--- src/rtl/elevator_call_scheduler.sv ---
// Request side of the elevator controller: latches floor calls, orders them with a
// collective (SCAN) sweep and drives the registered target floor.
module elevator_call_scheduler #(
    parameter int NUM_FLOORS = 5,
    parameter int FLOOR_W    = 3,
    parameter int DOOR_HOLD  = 4
) (
    input  logic                  clk,
    input  logic                  rst,
    input  logic [NUM_FLOORS-1:0] call_btn,
    input  logic [FLOOR_W-1:0]    car_floor,
    input  logic [1:0]            car_dir,
    input  logic                  door_open,
    output logic [FLOOR_W-1:0]    target_floor,
    output logic [NUM_FLOORS-1:0] pending,
    output logic                  busy,
    output logic                  served_pulse
);

    typedef enum logic [1:0] {IDLE, SERVE, HOLD} state_t;

    state_t                  state_q, state_d;
    logic                    sweep_up;
    logic [3:0]              hold_cnt;

    logic                    car_valid;
    logic [FLOOR_W-1:0]      car_eff;
    logic                    up_found, dn_found;
    logic [FLOOR_W-1:0]      up_sel, dn_sel;
    logic [FLOOR_W-1:0]      sel_floor;
    logic                    sel_rev;
    logic                    any_pending;
    logic [NUM_FLOORS-1:0]   tgt_mask, clear_mask, absorb_mask, pending_d;
    logic                    match;
    logic                    load_sel;

    // Direction is informational only; the sweep state is tracked internally.
    logic car_dir_unused;
    assign car_dir_unused = ^car_dir;

    // Nearest pending floor above and below the car, found by priority scan.
    always_comb begin
        // NOTE: every combinationally written signal gets a default first, so no latch is inferred.
        car_valid = (car_floor >= FLOOR_W'(1)) && (car_floor <= FLOOR_W'(NUM_FLOORS));
        car_eff   = car_valid ? car_floor : FLOOR_W'(1);
        up_found  = 1'b0;
        up_sel    = '0;
        dn_found  = 1'b0;
        dn_sel    = '0;
        for (int i = NUM_FLOORS - 1; i >= 0; i--) begin
            if (pending[i] && (FLOOR_W'(i + 1) >= car_eff)) begin
                up_found = 1'b1;
                up_sel   = FLOOR_W'(i + 1);
            end
        end
        for (int i = 0; i < NUM_FLOORS; i++) begin
            if (pending[i] && (FLOOR_W'(i + 1) <= car_eff)) begin
                dn_found = 1'b1;
                dn_sel   = FLOOR_W'(i + 1);
            end
        end
        sel_floor = target_floor;
        sel_rev   = 1'b0;
        if (sweep_up) begin
            if (up_found) sel_floor = up_sel;
            else if (dn_found) begin
                sel_floor = dn_sel;
                sel_rev   = 1'b1;
            end
        end else begin
            if (dn_found) sel_floor = dn_sel;
            else if (up_found) begin
                sel_floor = up_sel;
                sel_rev   = 1'b1;
            end
        end
    end

    // Clear/absorb masks: a call on the floor being served or held never re-latches.
    always_comb begin
        any_pending = |pending;
        for (int i = 0; i < NUM_FLOORS; i++) tgt_mask[i] = (target_floor == FLOOR_W'(i + 1));
        match       = (state_q == SERVE) && door_open && car_valid &&
                      (car_floor == target_floor) && |(pending & tgt_mask);
        clear_mask  = match ? tgt_mask : '0;
        absorb_mask = clear_mask | ((state_q == HOLD) ? tgt_mask : '0);
        pending_d   = (pending | (call_btn & ~absorb_mask)) & ~clear_mask;
        load_sel    = any_pending && (((state_q == IDLE)) ||
                                      ((state_q == SERVE) && !match) ||
                                      ((state_q == HOLD) && (hold_cnt == 4'd0)));
    end

    always_ff @(posedge clk or negedge rst) begin
        if (!rst) state_q <= IDLE;
        else      state_q <= state_d;
    end

    always_comb begin
        state_d = state_q;
        unique case (state_q)
            IDLE:    if (any_pending) state_d = SERVE;
            SERVE: begin
                if (match)             state_d = HOLD;
                else if (!any_pending) state_d = IDLE;
            end
            HOLD:    if (hold_cnt == 4'd0) state_d = any_pending ? SERVE : IDLE;
            default: state_d = IDLE;
        endcase
    end

    always_comb begin
        busy         = (state_q != IDLE);
        served_pulse = match;
    end

    always_ff @(posedge clk or negedge rst) begin
        if (!rst) begin
            pending      <= '0;
            target_floor <= FLOOR_W'(1);
            sweep_up     <= 1'b1;
            hold_cnt     <= 4'd0;
        end else begin
            pending <= pending_d;
            if (load_sel) begin
                target_floor <= sel_floor;
                if (sel_rev) sweep_up <= ~sweep_up;
            end else if ((state_q == IDLE) && car_valid) begin
                target_floor <= car_floor;
            end
            if (match)
                hold_cnt <= 4'(DOOR_HOLD - 1);
            else if ((state_q == HOLD) && (hold_cnt != 4'd0))
                hold_cnt <= hold_cnt - 4'd1;
        end
    end

endmodule

--- config.mk ---
export PLATFORM = sky130hd
export DESIGN_NAME = elevator_call_scheduler
export DESIGN_NICKNAME = d
export VERILOG_FILES = /design/src/rtl/elevator_call_scheduler.sv
export SDC_FILE = /design/constraint.sdc
export NUM_CORES = 1
export LEC_CHECK = 0
export ABC_AREA = 1
export ABC_CLOCK_PERIOD_IN_PS = 1700
export BUFFER_PORTS_ARGS = -buffer_cell sky130_fd_sc_hd__buf_2
export CAP_MARGIN = 20
export CORE_MARGIN = 3
export CORE_UTILIZATION = 49
export CTS_BUF_LIST = sky130_fd_sc_hd__clkbuf_16
export DETAILED_ROUTE_END_ITERATION = 16
export GPL_TIMING_DRIVEN = 0
export PLACE_DENSITY = 0.79
export RECOVER_POWER = 100
export SETUP_SLACK_MARGIN = 0.3
export SYNTH_ARGS = -nofsm -noshare
export SYNTH_HDL_FRONTEND = slang
export SYNTH_SLANG_ARGS = --single-unit
--- constraint.sdc ---
create_clock -name clk -period 1.7 [get_ports clk]
set_input_delay 0.17 -clock clk [delete_from_list [all_inputs] [get_ports clk]]
set_output_delay 0.17 -clock clk [all_outputs]
set_load 0.02 [all_outputs]
==> impl_metrics.ini, run 1 <==
[cells_and_area]
drive_above_1_share = 0.3541
postLayoutCoreUtil = 0.7577
nets = 224
area_delta_synth_final_pct = 37.47
diodes = 0

[run_status]
outcome = finished with violations
violations = negative setup slack

[global_routing]
grt_max_degree = 16
grt_util_met3 = 0.04632
grt_pass1_vias = 1189
grt_use_met2 = 0.3799
grt.met1_usage = 0.2998
grt_use_total = 0.2372
grt_busiest_layer = met2
antenna_found_initial = 0
grt_first_pass_wirelength_um = 5161
grt-ovfl-total = 0

[setup_path]
cp-start-kind = flip-flop
cp_data_required_time_ns = 1.84
r2r-start = target_floor[0]
r2r_end = target_floor[2]
cp_max_fo = 8
crit_chain = buf_6, buf_4, nand2_1, nand2_2, nor2_2, nand2_1, nor2_2, nand2_4, buf_6, nand2_8, nand2_8, nand3_4, nand3_2, nand2_1
r2r_slack_ns = -0.10
crit_path_max_incr_delay_ns = 0.53
crit_start = target_floor[0]
reg2reg_depth = 14
critPathKind = reg2reg
crit_arrival_ns = 1.94
critPathCaptureType = flip-flop
cpMostUsedCell = nand2_1
cp_slowest_cell = dfstp_2

[clocking]
clockBufferDepth = 2
cts_tree = yes
clockRootBuffer = clkbuf_16
clkLatencyLatePin_ns = 0.25
cts.htree.levels = 1
clock_sinks = 15
cts-buffers-inserted = 3
clkTransAtPathRegs_ns = 0.05

[sta]
period_needed_ns = 1.804
fin_skew_ns = 0.003188
max_freq_ghz = 0.5542
worst-slew-pin-transition_ns = 0.8157
rsz0062_at_grt = true
hold_ws_ns = 0.1147
finalCritPeriodShare = 1.061
drv_slew = 0
tns_ns = -0.4034
layout_setup_ws_ns = -0.1043
slew_headroom = 0.4562
setup_violations = 8
finalHoldViolCount = 0

[synth]
synth_top_area_cell = dfrtp_1
synth_async_sr_flop_share = 1.000
synth_most_common_cell = nand2_1
synth.avg_cell_area_sq_um = 6.659
synthCells = 174
yosysTopAreaCellShare = 0.2808
netlist_top_cells_count = nand2_1, inv_1, nand3_1
synth-edff-count = 0
syn_nets = 188
ys_seq_elements = 15
synthesis.area_sq_um = 1159
yosysWarnings = 0
synth_area_leaders = dfrtp_1, nand2_1, nand3_1
synth_flop_cell = dfrtp_1
synth_cell_types = 27
ys_seq_area_frac = 0.3261

[power_and_ir_drop]
ir_worst_vdd_mv = 1.255
p_leak_nw = 0.7729
p_int_mw = 1.311
power.switching_mw = 1.062
pwr-share-comb = 0.530
p_total_mw = 2.373
power.clock.fraction = 0.201
p_sw_frac = 0.4475
seqPwrFrac = 0.269
powerDensity_nw_per_um2 = 1490

[route]
ant_nets = 0
viasPerCell = 5.610
wire_per_inst_um = 13.97
drc = 0
dr.pass1.iters = 5
wl_um = 3297
drt-initial-drc-count = 70
vias = 1324

[job]
drv_cap = 0

[floorplanning]
core-area_sq_um = 2102
die_w_um = 54.63
initial_core_util = 0.5512
ios = 23
die_h_um = 54.63
std_cell_rows = 16
design.die.area_sq_um = 2984

[worst_hold_path]
whs_path_depth = 3
min_path_type = in2reg
whs_endpoint = pending[2]
hold_start = call_btn[2]

[placed_design]
portBuffers = 20
dp_hpwl_um = 2190
dp_slack_ns = -0.03370
gp_congestion = 0.8659
## flip-flops by register name, indices dropped and copies added, names as in the netlist
name / cells
target_floor: 3
state_q: 2
sweep_up: 1
pending: 5
hold_cnt: 4
## routing by layer
layer  vias to the layer above  share of wire
li1                        636              -
met2                        73           0.46
met5                         -              0
met1                       601           0.41
met3                        14          0.089
met4                         0          0.034
## through the flow
step                      cell area, sq um  std cells
after floorplan                       1187        174
after global placement                1321        221
after detailed placement              1321        221
after CTS                             1520        232
after global routing                  1593        236
final                                 1593        236
## what timing repair did
action / CTS / global route
hold buffers: 1 / 0
setup endpoints to repair: 15 / 16
endpoints found under the hold margin: 13 / 0
resized for setup: 14 / 17
buffers inserted: 6 / 4
pin swaps: 9 / 12
## cell families after synthesis
| family | after synthesis | synth area share |
|---|---|---|
| buffers and inverters | 31 | 0.1015 |
| AO/OA/AOI/OAI | 23 | 0.1209 |
| XOR/XNOR | 1 | 0.007561 |
| adder cells (fa/ha/maj) | 1 | 0.01080 |
| AND/OR/NAND/NOR | 103 | 0.4330 |
| flip-flops | 15 | 0.3261 |
## cell usage in the layout, fill, tap and decap left out, drive strengths merged, types with 4 or more instances in the layout
cell | Yosys | layout
dfrtp | 13 | 13
inv | 29 | 29
buf | 1 | 28
nor2 | 19 | 19
o21ai | 6 | 6
nand2 | 49 | 49
nand3 | 27 | 27
o22ai | 4 | 4
nor3 | 4 | 4
nand4 | 4 | 4
clkbuf | 0 | 6
a21oi | 8 | 8
## critical path: cells and delay by family (launching register included)
family | cells | cell delay [ns]
and+or+nand+nor | 11 | 0.75
DFF | 1 | 0.53
buffers and inverters | 3 | 0.40
## power groups by stage
stage	clock network, mW	logic [mW]	registers (mW)
finish	0.476	1.26	0.638
global route	0.503	1.39	0.657
CTS	0.483	1.12	0.616
detailed placement	0	0.967	0.616
global placement	0	0.942	0.609
floorplan	0	0.720	0.641
## cell type report
type,instances,area (sq um)
Sequential cell,15,379.1
Tap cell,27,33.78
Timing Repair Buffer,31,202.7
Clock inverter,1,7.507
Inverter,30,120.1
Clock buffer,3,75.07
Multi-Input combinational cell,128,763.2
Buffer,1,11.26
Fill cell,153,509.2
## worst max path at each step
stage	endpoint	slack [ns]
2_1_floorplan	target_floor[1]	0.07
3_3_place_gp	target_floor[2]	0.006
3_5_place_dp	target_floor[1]	-0.03
4_1_cts	served_pulse	-0.04
5_1_grt	target_floor[2]	-0.19
6_report	target_floor[2]	-0.10
Note: power is estimated with default switching activity, not from simulation.
==> inputs of run 2 (changes only) <==
- ABC_CLOCK_PERIOD_IN_PS: 1700 -> 2200
- CORE_UTILIZATION: 49 -> 50
- PLACE_DENSITY: 0.79 -> 0.77
- clock period: 1.7 -> 2.2 ns (I/O delays scaled with it)
==> impl_metrics.ini, run 2 (synthesis gave the netlist of run 1 again) <==
[sta]
rsz0062_at_grt = false
tns_ns = 0
finalCritPeriodShare = 0.8626
fin_skew_ns = 0.003388
setup_violations = 0
slew_headroom = 0.4709
drv_slew = 0
finalHoldViolCount = 0
max_freq_ghz = 0.5270
period_needed_ns = 1.898
worst-slew-pin-transition_ns = 0.7937

[global_routing]
grt_use_total = 0.2302
grt_max_degree = 16
grt_pass1_vias = 1153
antenna_found_initial = 0
grt_first_pass_wirelength_um = 4995
grt-ovfl-total = 0

[cells_and_area]
diodes = 0
fillCellCount = 185
area_delta_synth_final_pct = 23.33
nets = 220
top_regs = pending x5, hold_cnt x4, target_floor x3
max_flop_register = pending
largest_reg_flops = 5
most-common-layout-cells = nand2_1, inv_1, nand3_1, nor2_1, dfrtp_1
drive_above_1_share = 0.1854
final_cell_count_no_fill = 232
final_common_cell = nand2_1

[route]
vias = 1248
ant_nets = 0
wl_um = 2931
viasPerCell = 5.379
wire_per_inst_um = 12.63
dr.pass1.iters = 5
drt-initial-drc-count = 46
drc = 0

[setup_path]
critPathCaptureType = output pin
cp_data_required_time_ns = 1.98
cp-start-kind = flip-flop
cp_max_fo = 6
crit_start = target_floor[0]
crit_arrival_ns = 1.68
critPathKind = reg2out
r2r-start = target_floor[0]

[floorplanning]
std_cell_rows = 16
die_h_um = 54.14
initial_core_util = 0.5565
ios = 23
die_w_um = 54.14
design.die.area_sq_um = 2931
core-area_sq_um = 2082

[job]
drv_cap = 0

[clocking]
cts-buffers-inserted = 3
clkLatencyLatePin_ns = 0.24
cts_tree = yes
clockRootBuffer = clkbuf_16
clkTransAtPathRegs_ns = 0.05
clock_sinks = 15
clockBufferDepth = 2
cts.htree.levels = 1

[power_and_ir_drop]
p_leak_nw = 0.7215
ir_worst_vdd_mv = 1.117
powerDensity_nw_per_um2 = 1125

[worst_hold_path]
min_path_type = in2reg
hold_start = call_btn[0]

[run_status]
outcome = complete, no violations

[placed_design]
gp_congestion = 0.8637
dp_hpwl_um = 2136
portBuffers = 20
dp.cells = 221
run 2: cell types whose count changed in the layout (fill, tap and decap cells not counted), sizes merged:
| cell | previous run | this run |
|---|---|---|
| clkinvlp | 1 | 0 |
| inv | 29 | 31 |
| clkbuf | 6 | 14 |
| buf | 28 | 16 |
| clkinv | 1 | 0 |
run 2: path summary, 6_finish.rpt:
check                                  end  slack (ns)  depth (start not counted)
setup / recovery              served_pulse        0.30                         10
hold / removal                  pending[0]        0.19                          3
setup reg to reg           target_floor[2]        0.30                         14
hold reg to reg                   sweep_up        0.49                          2
max in group asynchronous  target_floor[1]        1.12                          2
min in group asynchronous       pending[1]        0.58                          2
run 2: timing repair:
| action | in CTS | in global routing |
|---|---|---|
| pin swaps | 1 | 5 |
| setup endpoints to repair | 1 | 6 |
| resized for setup | 3 | 9 |
| setup buffers | 1 | 5 |
| hold buffers | 1 | 0 |
| endpoints found under the hold margin | 13 | 0 |
run 2: cell type report:
| class | instances | area, sq um | area share |
|---|---|---|---|
| Multi-Input combinational cell | 128 | 660.6 | 0.4623 |
| Sequential cell | 15 | 377.9 | 0.2644 |
| Timing Repair Buffer | 27 | 148.9 | 0.1042 |
| Inverter | 30 | 117.6 | 0.08231 |
| Clock buffer | 3 | 75.07 | 0.05254 |
| Tap cell | 27 | 33.78 | 0.02364 |
| Buffer | 1 | 11.26 | 0.007881 |
| Clock inverter | 1 | 3.754 | 0.002627 |
run 2: critical path, cell delays in order (launching register included):
cell and delay (ns):
dfstp_1 0.54, buf_6 0.13, inv_1 0.05, nand2_1 0.05, nand2_1 0.05, nor2_2 0.07, nand2_1 0.06, nor2_1 0.20
nand2_4 0.10, inv_6 0.07, buf_6 0.11
run 2: per-stage QoR:
step | setup WS (ns) | total power, mW | area [sq um] | util | hold WS, ns
floorplan | 0.4742 | 1.016 | 1159 | - | -0.07559
global placement | 0.4263 | 1.159 | 1292 | 0.6208 | 0.1321
detailed placement | 0.4172 | 1.189 | 1292 | 0.6208 | 0.1390
CTS | 0.3228 | 1.551 | 1396 | 0.6707 | 0.1906
global route | 0.1789 | 1.750 | 1429 | 0.6863 | 0.2014
finish | 0.3024 | 1.608 | 1429 | 0.6863 | 0.1913
run 2: routing by layer:
layer | wire [um] | vias to the layer above | track usage
li1 | - | 629 | -
met1 | 1285 | 552 | 0.3030
met2 | 1334 | 59 | 0.3805
met3 | 250 | 8 | 0.05817
met4 | 59 | 0 | 0.04149
met5 | 0 | - | 0
run 2: report_power, final:
part,total (mW),switching (mW),internal (mW)
clock,0.341,0.101,0.240
combinational,0.793,0.487,0.306
sequential,0.474,0.103,0.371
total,1.61,0.691,0.917
==> inputs of run 3 (changes only) <==
- RECOVER_POWER: 100 -> unset
==> impl_metrics.ini, run 3 (synthesis gave the netlist of run 1 again) <==
[global_routing]
grt_first_pass_wirelength_um = 4995
grt_use_total = 0.2302
grt_max_degree = 16
antenna_found_initial = 0
grt-ovfl-total = 0
grt_pass1_vias = 1153

[cells_and_area]
nets = 220
top_regs = pending x5, hold_cnt x4, target_floor x3
area_delta_synth_final_pct = 26.46
final_cell_count_no_fill = 232
largest_reg_flops = 5
max_flop_register = pending
drive_above_1_share = 0.2683
final_common_cell = nand2_1
most-common-layout-cells = nand2_1, inv_1, nand3_1, buf_2, nor2_1
diodes = 0

[run_status]
outcome = complete, no violations

[floorplanning]
std_cell_rows = 16
core-area_sq_um = 2082
die_w_um = 54.14
initial_core_util = 0.5565
die_h_um = 54.14
design.die.area_sq_um = 2931
ios = 23

[setup_path]
cp_max_fo = 6
cp_data_required_time_ns = 1.98
critPathBufInv = 4
critPathKind = reg2out
cpMostUsedCell = nand2_1
crit_family = flip-flops
crit_chain = buf_6, inv_1, nand2_1, nand2_1, nor2_2, nand2_1, nor2_2, nand2_4, inv_6, buf_6
crit_arrival_ns = 1.61
cp_slowest_cell = dfstp_2
crit_path_max_incr_delay_ns = 0.54
critPathCaptureType = output pin
cp-start-kind = flip-flop

[clocking]
clock_sinks = 15
cts.htree.levels = 1
clkTransAtPathRegs_ns = 0.05
clockRootBuffer = clkbuf_16
clockBufferDepth = 2
clkLatencyLatePin_ns = 0.24
cts_tree = yes
cts-buffers-inserted = 3

[sta]
finalHoldViolCount = 0
fin_skew_ns = 0.003878
setup_violations = 0
slew_headroom = 0.5421
max_freq_ghz = 0.5454
hold_ws_ns = 0.1905
period_needed_ns = 1.834
rsz0062_at_grt = false
drv_slew = 0
finalCritPeriodShare = 0.8334
tns_ns = 0
worst-slew-pin-transition_ns = 0.6839

[route]
drt-initial-drc-count = 52
drc = 0
dr.pass1.iters = 4
viasPerCell = 5.366
wl_um = 2953
wire_per_inst_um = 12.73
vias = 1245
ant_nets = 0

[power_and_ir_drop]
ir_worst_vdd_mv = 1.136
powerDensity_nw_per_um2 = 1127
p_leak_nw = 0.7520

[placed_design]
dp_hpwl_um = 2136
gp_congestion = 0.8637
portBuffers = 20
dp.cells = 221

[job]
drv_cap = 0

[worst_hold_path]
min_path_type = in2reg
-- run 3: routing by layer --
layer / share of wire / global-route usage
met2: 0.45 / 0.3805
met5: 0 / 0
met1: 0.45 / 0.3030
met3: 0.077 / 0.05817
met4: 0.021 / 0.04149
-- run 3: metrics by stage --
| step | worst slack [ns] | area [sq um] | utilization | total power, mW |
|---|---|---|---|---|
| 2_1_floorplan | 0.4742 | 1159 | - | 1.016 |
| 3_3_place_gp | 0.4263 | 1292 | 0.6208 | 1.159 |
| 3_5_place_dp | 0.4172 | 1292 | 0.6208 | 1.189 |
| 4_1_cts | 0.3228 | 1396 | 0.6707 | 1.551 |
| 5_1_grt | 0.2736 | 1465 | 0.7037 | 1.786 |
| 6_report | 0.3665 | 1465 | 0.7037 | 1.651 |
-- run 3: worst reg2reg max path, delay by kind of cell, from the launching register on --
family	cells	cell delay, ns
AND/OR/NAND/NOR	11	0.90
flip-flops	1	0.54
buffers and inverters	3	0.31
-- run 3: final timing paths --
check | start | end | slack (ns) | cells past startpoint
worst min register to register | sweep_up | sweep_up | 0.49 | 2
worst max register to register | target_floor[0] | target_floor[2] | 0.38 | 14
worst max-delay path | target_floor[0] | served_pulse | 0.37 | 10
max in group asynchronous | rst | target_floor[0] | 1.49 | 2
worst min-delay path | call_btn[0] | pending[0] | 0.19 | 3
min in group asynchronous | rst | pending[3] | 0.41 | 2
-- run 3: cell type report --
| class | count | area [sq um] |
|---|---|---|
| Multi-Input combinational cell | 128 | 680.7 |
| Clock buffer | 3 | 75.07 |
| Timing Repair Buffer | 27 | 165.2 |
| Buffer | 1 | 11.26 |
| Clock inverter | 1 | 3.754 |
| Inverter | 30 | 117.6 |
| Fill cell | 175 | 616.8 |
| Sequential cell | 15 | 377.9 |
| Tap cell | 27 | 33.78 |
-- run 3: what timing repair did --
action / CTS / global route
setup buffers: 1 / 5
gates resized for setup: 3 / 9
hold endpoints to repair: 13 / 0
hold buffers: 1 / 0
endpoints found under the setup margin: 1 / 6
pin swaps: 1 / 5
-- run 3: power breakdown --
part           total (mW)  leakage, nW  internal, mW  switching (mW)
Combinational       0.830        0.553         0.327           0.503
Sequential          0.479        0.157         0.374           0.105
Clock               0.342       0.0423         0.240           0.102
